===== config.mk =====
export PLATFORM = sky130hd
export DESIGN_NAME = bcd_adder_core
export DESIGN_NICKNAME = d
export VERILOG_FILES = /design/src/rtl/bcd_adder_core.sv
export SDC_FILE = /design/constraint.sdc
export NUM_CORES = 1
export LEC_CHECK = 0
export CAP_MARGIN = 30
export CORE_MARGIN = 5
export CORE_UTILIZATION = 41
export DETAILED_ROUTE_END_ITERATION = 8
export GPL_TIMING_DRIVEN = 0
export PLACE_DENSITY_LB_ADDON = 0.25
export SYNTH_ARGS = -nofsm -noshare
export SYNTH_HDL_FRONTEND = slang
export SYNTH_SLANG_ARGS = --single-unit

===== constraint.sdc =====
create_clock -name clk -period 0.9 [get_ports clk]
set_input_delay 0.135 -clock clk [delete_from_list [all_inputs] [get_ports clk]]
set_output_delay 0.135 -clock clk [all_outputs]
set_load 0.005 [all_outputs]

===== src/rtl/bcd_adder_core.sv =====
// Registered single-digit BCD adder slice: raw binary sum plus decimal-corrected digit.
// Optional input validation is built when BCD_INPUT_CHECK_EN is defined; otherwise err is tied low.
module bcd_adder_core (
  input  logic       clk,
  input  logic       rst_n,
  input  logic       in_valid,
  input  logic [3:0] A,
  input  logic [3:0] B,
  input  logic       Cin,
  output logic       out_valid,
  output logic [3:0] Sum,
  output logic       Cout,
  output logic [3:0] Sum2,
  output logic       Cout2,
  output logic       err
);

  logic [4:0] w_raw;
  logic       w_fix;
  logic [3:0] w_sum2;

  logic       r_out_valid;
  logic [3:0] r_sum;
  logic       r_cout;
  logic [3:0] r_sum2;
  logic       r_cout2;

  // Correction threshold is "raw value above 9"; codes 10..15 inside the low
  // nibble are caught by the Sum[3]&(Sum[2]|Sum[1]) term.
  always_comb begin
    // NOTE: every always_comb output is assigned a default first so no path
    // through the block can leave it unassigned and infer a latch.
    w_raw  = 5'd0;
    w_fix  = 1'b0;
    w_sum2 = 4'd0;
    w_raw  = {1'b0, A} + {1'b0, B} + {4'd0, Cin};
    w_fix  = w_raw[4] | (w_raw[3] & (w_raw[2] | w_raw[1]));
    w_sum2 = w_fix ? (w_raw[3:0] + 4'd6) : w_raw[3:0];
  end

  // NOTE: sequential state uses non-blocking assignments so every register
  // samples pre-edge values regardless of statement order.
  always_ff @(posedge clk or negedge rst_n) begin
    if (!rst_n) begin
      r_out_valid <= 1'b0;
      r_sum       <= 4'd0;
      r_cout      <= 1'b0;
      r_sum2      <= 4'd0;
      r_cout2     <= 1'b0;
    end else begin
      r_out_valid <= in_valid;
      if (in_valid) begin
        r_sum   <= w_raw[3:0];
        r_cout  <= w_raw[4];
        r_sum2  <= w_sum2;
        r_cout2 <= w_fix;
      end
    end
  end

`ifdef BCD_INPUT_CHECK_EN
  logic r_err;

  always_ff @(posedge clk or negedge rst_n) begin
    if (!rst_n) begin
      r_err <= 1'b0;
    end else if (in_valid) begin
      r_err <= (A > 4'd9) || (B > 4'd9);
    end
  end

  assign err = r_err;
`else
  assign err = 1'b0;
`endif

  assign out_valid = r_out_valid;
  assign Sum       = r_sum;
  assign Cout      = r_cout;
  assign Sum2      = r_sum2;
  assign Cout2     = r_cout2;

endmodule


==> flow_metrics.env <==
export IMPL_status="finished, violations left"
export IMPL_violations="negative setup slack"
export IMPL_final_core_util_pct=69.13
export IMPL_syn_nets=81
export IMPL_portBuffers=22
export IMPL_final_setup_viol_count=17
export IMPL_finClkSkew_ns=0
export IMPL_cts_tree="yes"
export IMPL_rows=14
export IMPL_hold_viol_final=0
export IMPL_ys_async_sr_fraction_pct=100.0
export IMPL_yosys_top_cells_area="dfrtp_1 40%, ha_1 10%, fa_1 6.5%"
export IMPL_antenna_found_initial=0
export IMPL_clock_latency_ns=0.27
export IMPL_synthSimpleGateAreaFrac_pct=10.91
export IMPL_rrSetupSlack_ns=0.07
export IMPL_cts_made_buffers=3
export IMPL_grt_pass1_vias=577
export IMPL_viasPerCell=5.109
export IMPL_synth_flop_cell="dfrtp_1"
export IMPL_cts_sinks=10
export IMPL_netlist_area_leader_share_pct=40.40
export IMPL_htree_levels=1
export IMPL_top_usage_layer="met2"
export IMPL_dr_total_vias=562
export IMPL_worstSetupEndpointType="flip-flop"
export IMPL_pre_cts_slack_ns=-1.779
export IMPL_setup_ws_ns=-0.9616
export IMPL_initial_utilization_pct=42.09
export IMPL_muxShareOfSynthArea_pct=0
export IMPL_cp_max_fo=2
export IMPL_synth_top_family_by_area="compound AO/OA/AOI/OAI gates"
export IMPL_die_x_um=48.87
export IMPL_synthAdderAreaFrac_pct=16.57
export IMPL_cp_top_family="adder cells"
export IMPL_grt_use_met3_pct=3.364
export IMPL_cts_root_buf="clkbuf_4"
export IMPL_finalPower_mw=1.680
export IMPL_avgSynthCellArea_um2=9.989
export IMPL_netlist_area_um2=619.3
export IMPL_synth_seq_area_share_pct=40.40
export IMPL_yosys_area_top_type="dfrtp_1"
export IMPL_synth_seq_cells=10
export IMPL_ctsHoldBuffers=0
export IMPL_core_area_mm2=0.001471
export IMPL_crit_required_ns=1.06
export IMPL_die_h_um=48.87
export IMPL_grt_pass1_wl_mm=2.518
export IMPL_ant_nets=0
export IMPL_syn_to_final_growth_pct=64.24
export IMPL_rsz0062_at_grt="yes"
export IMPL_drc_errors=0
export IMPL_worst_path_buf_inv=3
export IMPL_period_share_pct=206.8
export IMPL_crit_chain="buf_8 > inv_8 > fa_2 > fa_2 > xnor2_2 > inv_2 > ha_4 > a2111o_1 > a31o_1"
export IMPL_synth_xor_area_share_pct=1.414
export IMPL_wire_per_inst_um=13.61
export IMPL_clk_pin_slew_ns=0.07
export IMPL_first_pass_iters=3
export IMPL_yosys_warnings=0
export IMPL_drt_iter0_markers=5
export IMPL_grt_start_max_net_pins=11
export IMPL_ir_worst_vdd_uv=747.9
export IMPL_cp_arrival_ns=2.02
export IMPL_drv_cap=0
export IMPL_cpMostUsedCell="fa_2"
export IMPL_final_common_cell="buf_2"
export IMPL_grt_use_met1_pct=13.12
export IMPL_p_per_area_mw_per_mm2=1652
export IMPL_use_met2_pct=24.78
export IMPL_final_cell_mix="11 x buf_2, 10 x dfrtp_1, 8 x buf_4"
export IMPL_holdWs_ns=0.1736
export IMPL_p_leak_nw=0.4899
export IMPL_fmax_mhz=537.2
export IMPL_drive_above_1_share_pct=48.94
export IMPL_gp_congestion=0.7375
export IMPL_cpMaxStageDelayCell="fa_2"
export IMPL_max_stage_delay_ns=0.38
export IMPL_grt_usage_pct=13.43
export IMPL_timing_rr_start="Sum2[3]"
export IMPL_synth_edf_count=0
export IMPL_drt_total_wl_mm=1.497
export IMPL_dpl_hpwl_mm=1.026
export IMPL_final_nets=114
export IMPL_hold_path_class="in2async"
export IMPL_fin_crit_ns=1.862
export IMPL_worst_setup_path_type="in2reg"
export IMPL_synth_compound_area_share_pct=20.81
export IMPL_antenna_cells=0
export IMPL_grt_overflow_total=0
export IMPL_r2r_end="Sum2[3]"
export IMPL_io_pins=24
export IMPL_syn_inst=62
export IMPL_synth_cell_types=29
export IMPL_slew_viol_final=0
export IMPL_cts_max_path_buffers=2
export IMPL_startpoint_type="input port"
export IMPL_dieArea_mm2=0.002388
export IMPL_worstRegToRegCells=2
[cells by family after synthesis]
logic type	count (synthesis)
AOI/OAI and AO/OA	17
adders and majority gates	7
xor gates and xnor gates	1
buffers and inverters	13
DFF	10
other	1
and+or+nand+nor	13
[worst reg2reg max path, stage by stage, from the launching register on]
cell	delay, ns
dfrtp_1	0.39
nor2b_1	0.13
a31o_1	0.20
[synthesized netlist by cell type (2+ instances only)]
cell,instances
nand2_1,3
o221ai_1,2
ha_1,5
buf_4,2
a21o_1,2
a21oi_1,3
inv_1,9
dfrtp_1,10
fa_1,2
nor2_1,4
nand2b_1,2
[per-layer routing]
| layer | vias to the layer above | wire [um] | share of wire, % |
|---|---|---|---|
| met4 | 0 | 42 | 2.8 |
| met1 | 263 | 578 | 39 |
| li1 | 278 | - | - |
| met3 | 4 | 102 | 6.8 |
| met2 | 17 | 773 | 52 |
| met5 | - | 0 | 0 |
[per-stage QoR]
| stage | std cells | TNS, ns | area (um2) |
|---|---|---|---|
| finish | 110 | -5.384 | 1017 |
| global route | 110 | -6.093 | 1017 |
| CTS | 110 | -5.335 | 992.2 |
| detailed placement | 100 | -12.54 | 883.3 |
| global placement | 100 | -12.27 | 883.3 |
| floorplan | 62 | -5.576 | 643.1 |
[how the worst max path moves through the flow]
stage | from | endpoint | slack [ns] | cells past startpoint
6_report | A[0] | Sum2[3] | -0.96 | 9
5_1_grt | A[0] | Sum2[3] | -1.03 | 9
4_1_cts | B[0] | Sum2[3] | -1.0 | 9
3_5_place_dp | A[0] | Sum2[3] | -1.78 | 9
3_3_place_gp | A[0] | Sum2[3] | -1.75 | 9
2_1_floorplan | A[0] | Sum2[3] | -1.07 | 8
[timing repair]
item	CTS	global route
setup buffers	8	0
endpoints found under the setup margin	20	20
resized for setup	78	6
pin swaps	8	9
[flip-flops by register name, summed over array words and instances, names as in the netlist]
register,flops
Cout,1
Sum,4
out_valid,1
Cout2,1
Sum2,3
[report_power, final]
group	internal [mW]	total, mW	switching [mW]
combinational	0.377	0.689	0.312
clock	0.246	0.415	0.170
sequential	0.536	0.576	0.0396
[area by class of cell]
type	count	area, um2
plain buffers	2	11.26
clock buffers	4	36.28
fillers	123	454.2
inverters	9	41.29
multi-input cells	39	429.2
flip-flops and latches	10	250.2
well taps	16	20.02
repair buffers	30	229.0
Power figures use the tool's default switching activity.
